File: config.mk
export PLATFORM = sky130hd
export DESIGN_NAME = d_cell_cache
export DESIGN_NICKNAME = d
export VERILOG_FILES = /design/src/rtl/d_cell_cache_pkg.sv /design/src/rtl/d_cell_cache.sv
export SDC_FILE = /design/constraint.sdc
export NUM_CORES = 1
export LEC_CHECK = 0
export CORE_ASPECT_RATIO = 1.75
export CORE_MARGIN = 2
export CORE_UTILIZATION = 35
export DETAILED_ROUTE_END_ITERATION = 7
export MAX_ROUTING_LAYER = met4
export SETUP_SLACK_MARGIN = 0.4
export SYNTH_ARGS = -nofsm -noshare
export SYNTH_HDL_FRONTEND = slang
export SYNTH_SLANG_ARGS = --single-unit
File: constraint.sdc
create_clock -name clk -period 2.25 [get_ports clk]
set_input_delay 0.45 -clock clk [delete_from_list [all_inputs] [get_ports clk]]
set_output_delay 0.45 -clock clk [all_outputs]
set_load 0.02 [all_outputs]
File: src/rtl/d_cell_cache_pkg.sv
// Shared types for the single-cell tape cache: bus direction encoding,
// controller states and the kind of operation latched at accept time.
package d_cell_cache_pkg;

    localparam logic DIR_READ  = 1'b0;
    localparam logic DIR_WRITE = 1'b1;

    typedef enum logic [2:0] {
        ST_IDLE,
        ST_WB,
        ST_GAP,
        ST_FILL,
        ST_ACK,
        ST_FDONE
    } state_e;

    typedef enum logic [1:0] {
        OP_READ,
        OP_WRITE,
        OP_FLUSH
    } op_e;

    function automatic op_e dir_to_op(input logic dir);
        return (dir == DIR_WRITE) ? OP_WRITE : OP_READ;
    endfunction

endpackage

File: src/rtl/d_cell_cache.sv
// Single-cell write-back cache between the CPU data port and tape memory.
// Runs of +/- on one cell stay local; the cell is written back only on a miss or flush.
module d_cell_cache
    import d_cell_cache_pkg::*;
#(
    parameter int unsigned d_addr_width = 8
) (
    input  logic                    clk,
    input  logic                    rst_n,
    input  logic                    c_req,
    input  logic                    c_dir,
    input  logic [d_addr_width-1:0] c_addr,
    input  logic [7:0]              c_wdata,
    output logic                    c_ack,
    output logic [7:0]              c_rdata,
    input  logic                    flush,
    output logic                    flush_done,
    output logic                    d_req,
    output logic                    d_dir,
    output logic [d_addr_width-1:0] d_addr,
    output logic [7:0]              d_wdata,
    input  logic                    d_ack,
    input  logic [7:0]              d_rdata
);

    state_e                  state_q, state_d;
    op_e                     op_q, op_d;
    logic                    valid_q, valid_d;
    logic                    dirty_q, dirty_d;
    logic [d_addr_width-1:0] tag_q, tag_d;
    logic [7:0]              data_q, data_d;
    logic [d_addr_width-1:0] addr_q, addr_d;
    logic [7:0]              wdata_q, wdata_d;
    logic [7:0]              c_rdata_q, c_rdata_d;
    logic                    hit;

    assign hit = valid_q && (tag_q == c_addr);

    always_comb begin
        state_d   = state_q;
        op_d      = op_q;
        valid_d   = valid_q;
        dirty_d   = dirty_q;
        tag_d     = tag_q;
        data_d    = data_q;
        addr_d    = addr_q;
        wdata_d   = wdata_q;
        c_rdata_d = c_rdata_q;
        unique case (state_q)
            ST_IDLE: begin
                if (c_req && !c_ack) begin
                    addr_d  = c_addr;
                    wdata_d = c_wdata;
                    op_d    = dir_to_op(c_dir);
                    if (hit) begin
                        if (c_dir == DIR_WRITE) begin
                            data_d  = c_wdata;
                            dirty_d = 1'b1;
                        end else begin
                            c_rdata_d = data_q;
                        end
                        state_d = ST_ACK;
                    end else if (dirty_q) begin
                        state_d = ST_WB;
                    end else if (c_dir == DIR_WRITE) begin
                        // Whole-byte write: install directly, nothing to fetch.
                        tag_d   = c_addr;
                        data_d  = c_wdata;
                        valid_d = 1'b1;
                        dirty_d = 1'b1;
                        state_d = ST_ACK;
                    end else begin
                        state_d = ST_FILL;
                    end
                end else if (flush) begin
                    op_d    = OP_FLUSH;
                    state_d = dirty_q ? ST_WB : ST_FDONE;
                end
            end
            ST_WB: begin
                if (d_ack) begin
                    dirty_d = 1'b0;
                    unique case (op_q)
                        OP_FLUSH: state_d = ST_FDONE;
                        OP_WRITE: begin
                            tag_d   = addr_q;
                            data_d  = wdata_q;
                            valid_d = 1'b1;
                            dirty_d = 1'b1;
                            state_d = ST_ACK;
                        end
                        default:  state_d = ST_GAP;
                    endcase
                end
            end
            // One idle bus cycle so the memory's ready flag clears before the fill.
            ST_GAP:  state_d = ST_FILL;
            ST_FILL: begin
                if (d_ack) begin
                    data_d    = d_rdata;
                    tag_d     = addr_q;
                    valid_d   = 1'b1;
                    dirty_d   = 1'b0;
                    c_rdata_d = d_rdata;
                    state_d   = ST_ACK;
                end
            end
            ST_ACK:   state_d = ST_IDLE;
            ST_FDONE: state_d = ST_IDLE;
            default:  state_d = ST_IDLE;
        endcase
    end

    always_ff @(posedge clk or negedge rst_n) begin
        if (!rst_n) begin
            state_q   <= ST_IDLE;
            op_q      <= OP_READ;
            valid_q   <= 1'b0;
            dirty_q   <= 1'b0;
            tag_q     <= '0;
            data_q    <= '0;
            addr_q    <= '0;
            wdata_q   <= '0;
            c_rdata_q <= '0;
        end else begin
            state_q   <= state_d;
            op_q      <= op_d;
            valid_q   <= valid_d;
            dirty_q   <= dirty_d;
            tag_q     <= tag_d;
            data_q    <= data_d;
            addr_q    <= addr_d;
            wdata_q   <= wdata_d;
            c_rdata_q <= c_rdata_d;
        end
    end

    // Outputs decode straight from the state register so reset drops them at once.
    assign c_ack      = (state_q == ST_ACK);
    assign flush_done = (state_q == ST_FDONE);
    assign c_rdata    = c_rdata_q;
    assign d_req      = (state_q == ST_WB) || (state_q == ST_FILL);
    assign d_dir      = (state_q == ST_WB) ? DIR_WRITE : DIR_READ;
    assign d_addr     = (state_q == ST_FILL) ? addr_q : tag_q;
    assign d_wdata    = data_q;

endmodule

==> summary.md, run 1 <==
| Metric | Value |
|---|---|
| Slew of the pin with the lowest slew margin | 0.6254 ns |
| Mux share of post-synthesis cell area | 0.2846 |
| Post-Layout Cell Count | 411 |
| Minimum clock period | 2.050 ns |
| Initial drt markers | 107 |
| Status | finished, final reports clean |
| Die Area | 8169 um^2 |
| First-pass GRT wire length | 11050 um |
| Placed cell area | 3452 um^2 |
| Sink Count | 47 |
| Skew final | 0.005038 ns |
| CP Max Fanout | 8 |
| Pwr Density | 1489 nW/um^2 |
| CP endpoint | d_wdata[2] |
| Fin crit share | 0.9112 |
| Die width | 69.19 um |
| Routability cong. | 0.7949 |
| Worst setup EP type | register |
| CTS tree | built |
| R2r endpoint | d_wdata[2] |
| DRT antenna net count | 0 |
| Async set or reset register ratio after synthesis | 1.000 |
| Via count | 2092 |
| DRC viols | 0 |
| Synth unique cells | 39 |
| Synth warn | 0 |
| Slowest cell on crit path | dfrtp_2 |
| Root buf cell | clkbuf_16 |
| Worst VDD drop | 0.9728 mV |
| Worst setup startpoint | state_q[1] |
| R2R setup slack | 0.20 ns |
| Hold violation count in the final report | 0 |
| Leading cell types in the layout, fill and taps excluded | 46 x dfrtp_1, 39 x mux2_2, 36 x nand2_1 |
| Crit-path cells | buf_12 > or3b_4 > o21a_4 > buf_6 > nor3_4 > a21o_1 > buf_12 > mux2_4 |
| Dpl ws | -0.2581 ns |
| Syn_nets | 268 |
| Largest cells by area after synthesis | dfrtp_1 45%, mux2_2 21%, nand2_1 5.2% |
| Crit-path leading delay family | simple AND/OR/NAND/NOR gates |
| DP Wirelength | 4680 um |
| Area leader, netlist | dfrtp_1 |
| Fin Hold WS | 0.1765 ns |
| Filler cells | 636 |
| Core area | 7233 um^2 |
| IO Port Bufs | 57 |
| Synthesized flop and latch total | 47 |
| Syn-to-layout area delta | 45.72% |
| Commonest non-fill, non-tap cell in the layout | dfrtp_1 |
| Crit path launch type | register |
| Fmax | 487.8 MHz |
| Syn avg cell area | 11.03 um^2 |
| Worst path bufs/invs | 3 |
| Max-Cap Viols | 0 |
| Total CTS buffers | 5 |
| Main combinational cell family by area after synthesis | multiplexers |
| RSZ-0062 raised after global routing | true |
| Post-Syn Instances | 236 |
| CTS H-tree depth | 2 |
| Io pins | 58 |
| Crit path top cell by count | buf_12 |
| Placed cell count | 393 |
| Seq/Total Area, Yosys | 0.4519 |
| Slew HR | 0.5831 |
| Max stage delay on crit path | 0.42 ns |
| Footprint of the multi-input gates | 1465 um^2 |
| Fraction of layout cells with a size suffix above 1 | 0.4000 |
| Clock Latency Late Sink | 0.29 ns |
| R2R cell count | 8 |
| 1st-pass router iterations | 4 |
| # diodes | 0 |
| Worst EP arrival | 2.22 ns |
| Simple-gate share of the synthesized area | 0.1178 |
| Avg WL per Cell | 16.21 um |
| Tot GR Track Use | 0.1750 |
| Die height | 118.1 um |
| Worst Path Required | 2.42 ns |
| Starting Density | 0.3598 |
| Share of the synthesized area in the top cell type | 0.4519 |
| Pleak | 1.715 nW |
| Finished Cell Area | 3792 um^2 |
| Gr ovfl total | 0 |
| Largest net degree at the start of global routing | 29 |
| Sequential cell area | 1177 um^2 |
| Final worst setup slack | 0.1998 ns |
| Nets | 356 |
| Slew Viols, Final | 0 |
| Mapped cell area | 2602 um^2 |
| Post-synthesis compound-gate area fraction | 0.07260 |
| WP depth | 8 |
| CTS clk-pin slew, worst paths | 0.06 ns |
| Reg2reg start | state_q[1] |
| Vias in the first global route | 2265 |
| Min-delay worst type | primary input to asynchronous set/reset pin |
| Post-synth EDFFs | 0 |
| Cell Rows | 41 |
| Post-synthesis xor/xnor area fraction | 0.02692 |
| Post-Synth Adder-Cell Area | 0.009615 |
| CP Class | register to register |
| Initial antenna violation count | 0 |
| Top FF cell, synth | dfrtp_1 |
| Clock Path Buffers | 2 |
| Layout Utilization | 0.5243 |
| Final WL | 6664 um |
| Final setup fails | 0 |
| Vias/cell | 5.090 |
==> stage by stage <==
step | power (mW) | TNS, ns
2_1_floorplan | 3.458 | 0
4_1_cts | 5.572 | 0
5_1_grt | 6.010 | 0
3_3_place_gp | 4.584 | -5.380
6_report | 5.646 | 0
3_5_place_dp | 4.613 | -5.531
==> cell type report <==
cell class | instances | share of cell area
clock buffer | 7 | 0.03497
clock inverter | 1 | 0.001320
inverter | 7 | 0.007588
multi-input combinational | 170 | 0.3863
sequential | 47 | 0.3105
tap | 86 | 0.02837
timing repair buffer | 93 | 0.2309
==> timing repair <==
| action | in CTS | in global routing |
|---|---|---|
| setup endpoints to repair | 55 | 54 |
| buffers inserted | 6 | 3 |
| hold buffers | 0 | 0 |
| cloned | 1 | 0 |
| pin swaps | 13 | 5 |
| endpoints found under the hold margin | 0 | 0 |
| resized for setup | 84 | 12 |
==> layer usage <==
layer / global-route usage / routed length (um)
met1: 0.1888 / 2601
met2: 0.3083 / 3695
met3: 0.03339 / 199
met4: 0.07475 / 167
met5: - / 0
==> logic make-up (layout without fill, tap and decap cells) <==
| family | Yosys count | after routing |
|---|---|---|
| adder cells (fa/ha/maj) | 2 | 2 |
| AND/OR/NAND/NOR | 67 | 67 |
| multiplexers | 64 | 64 |
| buffers and inverters | 19 | 108 |
| flip-flops | 47 | 47 |
| AO/OA/AOI/OAI | 29 | 29 |
| XOR/XNOR | 8 | 8 |
==> power breakdown <==
group | switching, mW | leakage, nW | internal, mW | total [mW]
sequential | 0.298 | 0.566 | 1.26 | 1.56
combinational | 1.54 | 1.08 | 1.82 | 3.36
clock | 0.312 | 0.0679 | 0.411 | 0.723
==> synth_stat cells, drive strengths merged (3+ instances only) <==
| cell | n |
|---|---|
| a21oi | 6 |
| and3 | 3 |
| buf | 7 |
| clkbuf | 5 |
| dfrtp | 47 |
| inv | 7 |
| mux2 | 56 |
| mux2i | 8 |
| nand2 | 37 |
| nand2b | 3 |
| nand3 | 3 |
| nor2 | 8 |
| nor3 | 5 |
| o21ai | 11 |
| xnor2 | 6 |
==> how the worst min path moves through the flow <==
stage / endpoint / slack [ns] / cells after the start
CTS: d_wdata[1] / 0.21 / 1
global route: d_wdata[1] / 0.22 / 1
finish: d_wdata[1] / 0.18 / 1
detailed placement: c_rdata[5] / 0.50 / 1
global placement: wdata_q[0] / 0.49 / 1
floorplan: addr_q[0] / 0.15 / 0
==> state kept, by name (all words and copies together) (netlist names) <==
register / flops
addr_q: 8
c_rdata: 8
d_wdata: 8
tag_q: 8
wdata_q: 8
state_q: 3
op_q: 2
dirty_q: 1
valid_q: 1
Note: power is estimated with default switching activity, not from simulation.
==> inputs of run 2 (changes only) <==
- SKIP_CTS_REPAIR_TIMING: not set -> 1
- SLEW_MARGIN: not set -> 10
==> run 2 against run 1 <==
Compared with the run above: combinational power shrank 2%; die area is the same; clock-buffer cell count is the same; highest routed layer unchanged; sequential power is essentially flat; sequential share of layout area shrank 0.21 points; flip-flop and latch count is the same; largest power group unchanged; critical endpoint is now tag_q[3].
==> summary.md, run 2 (same netlist as run 1, synthesis figures left out) <==
| Metric | Value |
|---|---|
| Sequential cell area | 1177 um^2 |
| Skew final | 0.005517 ns |
| Pleak | 1.847 nW |
| Hold violation count in the final report | 0 |
| Total CTS buffers | 5 |
| RSZ-0062 raised after global routing | true |
| Starting Density | 0.3598 |
| Root buf cell | clkbuf_16 |
| Clock Path Buffers | 2 |
| Minimum clock period | 2.090 ns |
| DRC viols | 0 |
| CTS H-tree depth | 2 |
| Slew of the pin with the lowest slew margin | 0.6541 ns |
| Initial antenna violation count | 0 |
| Fin crit share | 0.9288 |
| Initial drt markers | 128 |
| Io pins | 58 |
| Final WL | 6569 um |
| Vias/cell | 5.071 |
| Status | finished, final reports clean |
| Die Area | 8169 um^2 |
| DRT antenna net count | 0 |
| Pwr Total | 5.572 mW |
| Die height | 118.1 um |
| Met2 wire len | 3595 um |
| Largest net degree at the start of global routing | 29 |
| Core area | 7233 um^2 |
| Vias in the first global route | 2191 |
| # diodes | 0 |
| Via count | 2059 |
| Slew HR | 0.5639 |
| 1st-pass router iterations | 4 |
| Gr ovfl total | 0 |
| Finished Cell Area | 3819 um^2 |
| Avg WL per Cell | 16.18 um |
| Placed cell area | 3452 um^2 |
| Reg2reg start | state_q[1] |
| Worst setup startpoint | state_q[1] |
| Commonest non-fill, non-tap cell in the layout | dfrtp_1 |
| Crit-path cells | buf_12 > or3b_4 > o21a_1 > a211oi_2 > and2_4 > buf_12 > mux2_4 |
| CTS clk-pin slew, worst paths | 0.06 ns |
| Routability cong. | 0.7949 |
| DR WL met3 | 218 um |
| Slew Viols, Final | 0 |
| CP Max Fanout | 9 |
| M1 wire length | 2620 um |
| CTS tree | built |
| Max-Cap Viols | 0 |
| Fin Hold WS | 0.1884 ns |
| CP Class | register to register |
| Worst Path Required | 2.42 ns |
| Crit path top cell by count | buf_12 |
| Min-delay worst type | primary input to asynchronous set/reset pin |
| Max stage delay on crit path | 0.44 ns |
| Footprint of the multi-input gates | 1458 um^2 |
| Clock Latency Late Sink | 0.29 ns |
| Worst setup EP type | register |
| Tot GR Track Use | 0.1694 |
| DP Wirelength | 4680 um |
| Final setup fails | 0 |
| DR top layer | met4 |
| Nets | 351 |
| Cell Rows | 41 |
| Worst EP arrival | 2.26 ns |
| Slowest cell on crit path | dfrtp_2 |
| IO Port Bufs | 57 |
| Worst VDD drop | 0.9421 mV |
| Pwr Density | 1459 nW/um^2 |
| Post-Route Setup TNS | 0 ns |
| Fraction of layout cells with a size suffix above 1 | 0.3719 |
| Filler cells | 629 |
| First-pass GRT wire length | 10690 um |
| Die width | 69.19 um |
| Sink Count | 47 |
| Fmax | 478.5 MHz |
| Leading cell types in the layout, fill and taps excluded | 46 x dfrtp_1, 40 x mux2_2, 36 x nand2_1 |
| Syn-to-layout area delta | 46.73% |
| Crit path launch type | register |
run 2: changes by cell type in the layout (fill, tap and decap cells not counted), moves of 2 or more:
cell | before | now
clkbuf_2 | 0 | 2
dlymetal6s2s_1 | 0 | 17
dlygate4sd2_1 | 8 | 0
buf_4 | 27 | 24
buf_2 | 11 | 1
run 2: worst max-delay path: cells and delay by family (launching register included):
family                 cells  cell delay [ns]
buffers and inverters      2             0.27
AO/OA/AOI/OAI              2             0.41
flip-flops                 1             0.44
multiplexers               1             0.30
AND/OR/NAND/NOR            2             0.55
run 2: worst paths after layout:
kind / to / slack, ns / cells past startpoint
max in group asynchronous: tag_q[2] / 1.44 / 2
min in group clk: addr_q[6] / 0.50 / 2
max: tag_q[3] / 0.16 / 7
max reg2reg: tag_q[3] / 0.16 / 7
min reg2reg: wdata_q[1] / 0.51 / 1
min: c_rdata[0] / 0.19 / 1
run 2: routing by layer:
metal | up-vias | track usage
met5 | - | -
met4 | 0 | 0.06495
met3 | 9 | 0.03510
met2 | 42 | 0.2999
met1 | 1016 | 0.1831
li1 | 992 | -
run 2: per-stage QoR:
step,util,std cells,setup WS [ns]
2_1_floorplan,-,236,0.4056
3_3_place_gp,0.4773,393,-0.2479
3_5_place_dp,0.4773,393,-0.2581
4_1_cts,0.4963,401,-0.2169
5_1_grt,0.5279,406,0.06208
6_report,0.5279,406,0.1603
run 2: where the power goes:
group / switching (mW) / total [mW] / internal, mW
Clock: 0.314 / 0.725 / 0.411
Sequential: 0.304 / 1.57 / 1.26
Combinational: 1.47 / 3.28 / 1.81
Total: 2.09 / 5.57 / 3.48
run 2: cell type report:
class | count | area share
Tap cell | 86 | 0.02818
Multi-Input combinational cell | 170 | 0.3817
Clock buffer | 7 | 0.03473
Clock inverter | 1 | 0.001311
Inverter | 7 | 0.006881
Sequential cell | 47 | 0.3083
Timing Repair Buffer | 88 | 0.2389
==> inputs of run 3 (changes only) <==
- CAP_MARGIN: not set -> 30
==> results of run 3 <==
Same layout as run 2: the final DEF is identical, and so are final timing and power.
